===== src/rtl/gf2p4_inv_pipe.sv =====
// Two-stage valid/ready pipeline computing the GF(2^4) multiplicative inverse
// over a GF(2^2) normal-basis tower; also counts completed output transfers.
module gf2p4_inv_pipe #(
  parameter int CNT_W = 8
) (
  input  logic             clk,
  input  logic             rst,
  input  logic             flush,
  input  logic             in_valid,
  output logic             in_ready,
  input  logic [3:0]       in_data,
  output logic             out_valid,
  input  logic             out_ready,
  output logic [3:0]       out_data,
  output logic [CNT_W-1:0] done_cnt
);

  function automatic logic [1:0] gf_mul(input logic [1:0] a, input logic [1:0] b);
    logic e;
    e = (a[1] ^ a[0]) & (b[1] ^ b[0]);
    return {(a[1] & b[1]) ^ e, (a[0] & b[0]) ^ e};
  endfunction

  function automatic logic [1:0] gf_sqsc(input logic [1:0] a);
    return {a[1], a[0] ^ a[1]};
  endfunction

  function automatic logic [1:0] gf_inv(input logic [1:0] a);
    return {a[0], a[1]};
  endfunction

  logic [2:1]       vld_q, vld_d;
  logic [1:0]       hi_q, hi_d, lo_q, lo_d, dd_q, dd_d;
  logic [3:0]       res_q, res_d;
  logic [CNT_W-1:0] cnt_q, cnt_d;
  logic             adv1, adv2, acc;
  logic [1:0]       dinv;

  assign adv2      = !vld_q[2] || out_ready;
  assign adv1      = !vld_q[1] || adv2;
  assign acc       = in_valid && adv1;
  assign in_ready  = adv1;
  assign out_valid = vld_q[2];
  assign out_data  = res_q;
  assign done_cnt  = cnt_q;
  assign dinv      = gf_inv(dd_q);

  always_comb begin
    vld_d = vld_q;
    hi_d  = hi_q;
    lo_d  = lo_q;
    dd_d  = dd_q;
    res_d = res_q;
    cnt_d = cnt_q;
    if (flush) begin
      // Flush wins over any same-cycle accept/advance; data regs just hold.
      vld_d = 2'b00;
    end else begin
      if (adv1) begin
        vld_d[1] = acc;
        if (acc) begin
          hi_d = in_data[3:2];
          lo_d = in_data[1:0];
          dd_d = gf_sqsc(in_data[3:2] ^ in_data[1:0]) ^ gf_mul(in_data[3:2], in_data[1:0]);
        end
      end
      if (adv2) begin
        vld_d[2] = vld_q[1];
        if (vld_q[1]) res_d = {gf_mul(dinv, lo_q), gf_mul(dinv, hi_q)};
      end
      if (vld_q[2] && out_ready) cnt_d = cnt_q + CNT_W'(1);
    end
  end

  always_ff @(posedge clk or posedge rst) begin
    if (rst) begin
      vld_q <= 2'b00;
      hi_q  <= 2'b00;
      lo_q  <= 2'b00;
      dd_q  <= 2'b00;
      res_q <= 4'h0;
      cnt_q <= '0;
    end else begin
      vld_q <= vld_d;
      hi_q  <= hi_d;
      lo_q  <= lo_d;
      dd_q  <= dd_d;
      res_q <= res_d;
      cnt_q <= cnt_d;
    end
  end

endmodule


===== config.mk =====
export PLATFORM = sky130hd
export DESIGN_NAME = gf2p4_inv_pipe
export DESIGN_NICKNAME = d
export VERILOG_FILES = /design/src/rtl/gf2p4_inv_pipe.sv
export SDC_FILE = /design/constraint.sdc
export NUM_CORES = 1
export LEC_CHECK = 0
export BUFFER_PORTS_ARGS = -buffer_cell sky130_fd_sc_hd__clkbuf_2
export CAP_MARGIN = 20
export CORE_MARGIN = 2
export CORE_UTILIZATION = 47
export DETAILED_ROUTE_END_ITERATION = 12
export PLACE_DENSITY = 0.73
export RECOVER_POWER = 100
export SYNTH_ARGS = -nofsm -noshare
export SYNTH_HDL_FRONTEND = slang
export SYNTH_SLANG_ARGS = --single-unit

===== constraint.sdc =====
create_clock -name clk -period 1.4 [get_ports clk]
set_input_delay 0.28 -clock clk [delete_from_list [all_inputs] [get_ports clk]]
set_output_delay 0.28 -clock clk [all_outputs]
set_load 0.03 [all_outputs]

==> results.txt, run 1 <==
final setup violating endpoints = 0
clock tree from TritonCTS = yes
Final HPWL DP = 1359 µm
final-layout fill cell count = 186
Core ar. = 2148 µm²
number of distinct library cells after synthesis = 21
outcome = complete, no violations
gr usage total = 16.65%
via-per-instance ratio = 4.870
total global routing overflow = 0
CP arrival = 1.54 ns
# DRC = 0
Final Wtd Congestion = 0.7457
count of state elements after synthesis = 20
cts bufs inserted = 3
deepest clock path buffer count = 2
synth top area cells = dfrtp_1, mux2_2, xnor2_1
first-pass GRT wire length = 3243 µm
type of the worst setup path = flop to flop
highest clock frequency the design can meet = 747.0 MHz
skew final = 0.002110 ns
final worst path period need = 1.339 ns
startpoint type of the worst setup path = flop
CTS sink count = 20
std cell rows = 17
endpoint class of the critical path = flop
placed cell count = 147
dominant cell type by area after synthesis = dfrtp_1
vias in the first global route = 736
port buffer count = 22
average size of a mapped cell = 11.77 µm²
y dimension of the die = 51.21 µm
maximum fanout along the worst path = 3
start point of the worst min-delay path = flush
number of diodes added for antenna fixing = 0
count of pins on the block boundary = 23
Post-Layout Inst Area = 1333 µm²
Synth Warn # = 0
worst vdd ir = 812.1 µV
setup total negative slack = 0 ns
DRT antenna net count = 0
actual transition at the worst max-transition pin = 0.4785 ns
number of iterations in the first detailed-routing pass = 2
clock root buffer master = clkbuf_4
fraction of final layout cells with drive strength greater than 1 = 34.92%
Lkg Pwr = 0.6647 nW
final clock period utilization by the worst path = 95.62%
placed cell area = 1270 µm²
share of Yosys cell area claimed by the top area cell type = 47.79%
Rel. slew slack = 68.10%
Layout Nets = 139
Crit. Startpoint = vld_q[2]$_DFFE_PP0P_
Die X-Extent = 51.21 µm
most used cells in the layout excluding fill and tap cells = dfrtp_1, clkbuf_2, nor2_1
overall die area = 2622 µm²
final hold viol count = 0
Detailed Route WL = 1764 µm
number of nets produced by synthesis = 101
cell area after technology mapping = 1047 µm²
number of H-tree levels = 1
WL per Instance = 11.45 µm
commonest non-fill, non-tap cell in the layout = dfrtp_1
synthesized netlist cell count = 89
Reg clk slew, reported paths = 0.11 ns
drt first-iter violations = 2
Slew Viols, Final = 0
pin count of the biggest net entering global routing = 21
Layout Area Growth over Synthesis = 27.24%
clock network latency to the later pin of the worst-skew pair = 0.30 ns
total number of vias = 750
class of the tightest hold or removal check = input port to flop
ratio of total power to cell area = 1530 nW/µm²
CP Data Required Time = 1.60 ns
effective utilization at floorplan = 48.75%
proportion of synthesized chip area in sequential cells = 47.79%
worst reg2reg startpoint = vld_q[2]$_DFFE_PP0P_
antenna violations before repair = 0
max-capacitance violation count = 0
RSZ-0062 raised after global routing = false
final instance count without filler cells = 154
==> synthesized netlist by cell type, drive strengths merged <==
library cell and instances:
mux2i 2, nand3 4, a22oi 1, nand2 4, xnor2 9, ha 3, nor3 1, nand2b 1
xnor3 2, inv 3, dfrtp 20, nor2b 4, nor3b 1, nor2 12, xor2 4, mux2 8
a21oi 8, nand3b 2
==> metal layers <==
metal  global-route usage (%)  vias up  part of all wire (%)
met5                        0        -                     0
met4                    6.757        0                  0.68
met3                    2.632        2                   2.7
met2                    28.35       13                    51
met1                    20.99      362                    45
li1                         -      373                     -
==> power by group <==
part	internal (mW)	switching, mW	leakage [nW]
Clock	0.289	0.183	0.0279
Combinational	0.310	0.403	0.389
Sequential	0.711	0.142	0.248
Total	1.31	0.728	0.665
==> sequential cells by signal, summed over array words and instances, names as in the netlist <==
name      cells
dd_q          2
vld_q         2
lo_q          2
done_cnt      8
hi_q          2
out_data      4
==> path summary, 6_finish.rpt <==
kind                            cells past startpoint  slack [ns]                 endpoint
worst max register to register                      4        0.06  out_data[1]$_DFFE_PP0P_
max in group asynchronous                           4        0.45     vld_q[2]$_DFFE_PP0P_
worst max-delay path                                4        0.06  out_data[1]$_DFFE_PP0P_
min in group asynchronous                           4        0.60      dd_q[1]$_DFFE_PP0P_
worst min register to register                      1        0.49  done_cnt[7]$_DFFE_PP0P_
worst min-delay path                                2        0.20     vld_q[2]$_DFFE_PP0P_
==> critical path, cell delays in order (launching register included) <==
cell and delay (ns):
dfrtp_2 0.41, nor2b_4 0.13, buf_4 0.14, nor3b_4 0.20
mux2_2 0.35
==> through the flow <==
step / utilization [%] / setup slack, ns / hold WS (ns) / power [mW]
floorplan: - / -0.02158 / 0.2438 / 1.386
global placement: 59.11 / -0.04699 / 0.2954 / 1.571
detailed placement: 59.11 / -0.1225 / 0.3038 / 1.600
CTS: 62.84 / 0.009697 / 0.2037 / 2.078
global route: 62.03 / 0.02271 / 0.2108 / 2.168
finish: 62.03 / 0.06134 / 0.2012 / 2.039
==> kinds of logic after synthesis <==
family,after synthesis,synth area share [%]
simple gates,29,17.32
flops,20,47.79
xor+xnor,15,15.17
mux,10,10.51
compound gates,9,4.540
buf+inv,3,1.075
fa+ha+maj,3,3.585
==> layout make-up <==
cell class | count | area (µm²) | area share [%]
inverter | 3 | 11.26 | 0.8451
clock buffer | 3 | 22.52 | 1.690
timing repair buffer | 33 | 188.9 | 14.18
clock inverter | 1 | 30.03 | 2.254
multi-input combinational | 66 | 543.0 | 40.75
tap | 28 | 35.03 | 2.629
sequential | 20 | 501.7 | 37.65
==> timing repair <==
| item | in CTS | in global routing |
|---|---|---|
| setup endpoints to repair | 1 | 1 |
| hold buffers | 1 | 0 |
| buffers inserted | 2 | 0 |
| pin swaps | 0 | 0 |
| resized for setup | 1 | 2 |
| cloned | 0 | 0 |
| endpoints found under the hold margin | 20 | 0 |
Note: power is estimated with default switching activity, not from simulation.
==> run 2: changes to the inputs <==
- ABC_AREA: unset -> 1
- CORE_UTILIZATION: 47 -> 48
- PLACE_DENSITY: 0.73 -> 0.84
==> run 2 against run 1 <==
Routed wire length is 17% higher. Clock-buffer cell count is 1 higher. Combinational power is 13% lower. Utilization is 2.2 points lower. Via count is 34% higher. Clock skew is 0.00053 ns lower. Area after synthesis is 8.5% higher. Non-clock buffer count is 6 lower. Critical endpoint is now in_ready. Largest cell class unchanged. Sequential power is 4.6% lower. Sequential share of layout area is 0.20 points lower. Flip-flop and latch count stayed put.
==> results.txt, run 2 <==
outcome = complete, no violations
switching part of the total = 40.25% (+4.5 points)
pin count of the biggest net entering global routing = 21 (unchanged)
number of iterations in the first detailed-routing pass = 4 (+2)
number of distinct library cells after synthesis = 20 (-4.8%)
number of diodes added for antenna fixing = 0 (unchanged)
placed cell area = 1289 µm² (+1.5%)
std cell rows = 17 (unchanged)
max-capacitance violation count = 0 (unchanged)
area fraction in compound gates after synthesis = 3.084% (-1.5 points)
synth top area cells = dfrtp_1, nand2_1, inv_1
ratio of total power to cell area = 1319 nW/µm² (-14%)
multiplexer fraction of the synthesized cell area = 0% (-11 points)
Slew Viols, Final = 0 (unchanged)
cell area after technology mapping = 1136 µm² (+8.5%)
cell with the most instances after synthesis = nand2_1
DRT antenna net count = 0 (unchanged)
fraction of registers with async set or reset after synthesis = 100.0% (unchanged)
synthesized netlist cell count = 148 (+66%)
average size of a mapped cell = 7.676 µm² (-35%)
most used cells in the layout excluding fill and tap cells = nand2_1, inv_1, dfrtp_1
Post-Layout Inst Area = 1336 µm² (+0.28%)
sequential cell area = 500.5 µm² (-0.25%)
via-per-instance ratio = 4.893 (+0.47%)
cell-internal power = 1.053 mW (-20%)
sequential share of power = 46.2% (+4.3 points)
number of enable-type register cells in the synthesized netlist = 0 (unchanged)
total number of vias = 1,008 (+34%)
CP Data Required Time = 1.12 ns (-0.48 ns)
XOR/XNOR Fraction of Synth Area = 7.599% (-7.6 points)
skew final = 0.001580 ns (-0.0005298 ns)
multi-input logic area = 536.8 µm² (-1.2%)
total global routing overflow = 0 (unchanged)
CTS sink count = 20 (unchanged)
# DRC = 0 (unchanged)
Reg clk slew, reported paths = 0.11 ns (about the same)
clock tree from TritonCTS = yes
count of state elements after synthesis = 20 (unchanged)
class of the tightest hold or removal check = input port to flop
clock root buffer master = clkbuf_4
first-pass GRT wire length = 3581 µm (+10%)
port buffer count = 22 (unchanged)
WL per Instance = 10.04 µm (-12%)
final clock period utilization by the worst path = 94.56% (-1.1 points)
final hold viol count = 0 (unchanged)
maximum fanout along the worst path = 3 (unchanged)
antenna violations before repair = 0 (unchanged)
count of pins on the block boundary = 23 (unchanged)
Die X-Extent = 52.65 µm (+2.8%)
Psw = 709.7 µW (-2.6%)
Core ar. = 2233 µm² (+4.0%)
CP arrival = 1.04 ns (-0.50 ns)
endpoint class of the critical path = primary output
overall die area = 2772 µm² (+5.7%)
vias in the first global route = 907 (+23%)
startpoint type of the worst setup path = flop
Synth Warn # = 0 (unchanged)
dominant cell type by area after synthesis = dfrtp_1
deepest clock path buffer count = 2 (unchanged)
type of the worst setup path = flop to primary output
share of Yosys cell area claimed by the top area cell type = 44.05% (-3.7 points)
gr usage total = 18.17% (+1.5 points)
Largest register FFs = 8 (unchanged)
Lkg Pwr = 0.7737 nW (+16%)
RSZ-0062 raised after global routing = false
proportion of synthesized chip area in sequential cells = 44.05% (-3.7 points)
final-layout fill cell count = 236 (+27%)
adder and majority gate portion of the synthesized area = 3.304% (-0.28 points)
number of H-tree levels = 1 (unchanged)
setup total negative slack = 0 ns (unchanged)
clock network latency to the later pin of the worst-skew pair = 0.30 ns (about the same)
Layout Nets = 191 (+37%)
main flop type after synthesis = dfrtp_1
cts bufs inserted = 3 (unchanged)
actual transition at the worst max-transition pin = 0.4895 ns (+0.01098 ns)
commonest non-fill, non-tap cell in the layout = nand2_1
Rel. slew slack = 67.37% (-0.73 points)
number of nets produced by synthesis = 160 (+58%)
drt first-iter violations = 8 (+6)
simple-gate area share of the yosys netlist = 33.70% (+16 points)
final setup violating endpoints = 0 (unchanged)
Final HPWL DP = 1626 µm (+20%)
Detailed Route WL = 2069 µm (+17%)
Final Wtd Congestion = 0.7579 (+1.6%)
top cells by instance count after synthesis = nand2_1, inv_1, dfrtp_1, nand3_1, o21ai_0
final worst path period need = 1.324 ns (-0.01479 ns)
effective utilization at floorplan = 50.87% (+2.1 points)
dominant combinational cell family by area after synthesis = simple AND/OR/NAND/NOR gates
clock network fraction of design power = 18.8% (-4.4 points)
Layout Area Growth over Synthesis = 17.62%
Pwr Total = 1.763 mW (-14%)
highest clock frequency the design can meet = 755.4 MHz (+1.1%)
worst vdd ir = 864.1 µV (+6.4%)
worst slack on hold paths = 0.1993 ns (-0.001873 ns)
fraction of final layout cells with drive strength greater than 1 = 16.85% (-18 points)
combinational power share = 35.0% (about the same)
y dimension of the die = 52.65 µm (+2.8%)
fraction of the core area covered by cells at the end of the flow = 59.83% (-2.2 points)
run 2: cell types whose count changed in the layout (fill, tap and decap cells not counted), sizes merged, moves of 7 or more:
cell	delta
a21oi	-7
buf	-7
inv	+20
mux2	-8
nand2	+56
nand3	+8
nor2	-7
run 2: routing by layer:
layer  wire length (µm)  vias to the layer above  GRT usage, %  share of wire (%)
li1                   -                      519             -                  -
met1                902                      465         19.42                 44
met2               1047                       19         32.92                 51
met3                 60                        5         2.571                2.9
met4                 59                        0         11.54                2.9
met5                  0                        -             0                  0
run 2: layout make-up:
cell class	count	share of cell area, %
Multi-Input combinational cell	104	40.17
Sequential cell	20	37.45
Timing Repair Buffer	27	10.58
Inverter	23	6.461
Clock buffer	4	2.715
Tap cell	28	2.622
run 2: critical path: stages, from the launching register on:
cell and delay [ns]:
dfrtp_1 0.38, inv_2 0.06, nor2_4 0.09, nand2_2 0.08
buf_6 0.14
run 2: what timing repair did:
item	4_1_cts	5_1_grt
resized for setup	1	3
hold endpoints to repair	20	0
pin swaps	1	1
endpoints found under the setup margin	1	1
setup buffers	2	0
hold buffers	1	0
cloned	0	0
run 2: final timing paths:
kind	startpoint	slack, ns	to	depth (start not counted)
max in group asynchronous	rst	0.48	vld_q[2]$_DFFE_PP0P_	4
worst min-delay path	in_valid	0.20	vld_q[1]$_DFFE_PP0P_	3
worst min register to register	out_data[0]$_DFFE_PP0P_	0.49	out_data[0]$_DFFE_PP0P_	2
min in group asynchronous	rst	0.60	out_data[3]$_DFFE_PP0P_	4
worst max-delay path	vld_q[2]$_DFFE_PP0P_	0.08	in_ready	4
worst max register to register	vld_q[2]$_DFFE_PP0P_	0.15	done_cnt[5]$_DFFE_PP0P_	5
run 2: kinds of logic (layout without fill, tap and decap cells):
logic type / count (synthesis) / count (layout)
compound gates: 7 / 7
xor+xnor: 9 / 9
fa+ha+maj: 3 / 3
buf+inv: 24 / 54
flops: 20 / 20
simple gates: 85 / 85
run 2: through the flow:
step | std cells | worst slack, ns
floorplan | 148 | 0.03405
global placement | 199 | 0.1643
detailed placement | 199 | 0.06967
CTS | 206 | 0.01928
global route | 206 | 0.008399
finish | 206 | 0.07614
run 2: power groups by stage:
stage / sequential (mW) / combinational, mW / clock (mW)
after floorplan: 0.995 / 0.275 / 0
after global placement: 0.819 / 0.603 / 0
after detailed placement: 0.829 / 0.629 / 0
after CTS: 0.817 / 0.639 / 0.347
after global routing: 0.833 / 0.693 / 0.373
final: 0.814 / 0.617 / 0.332
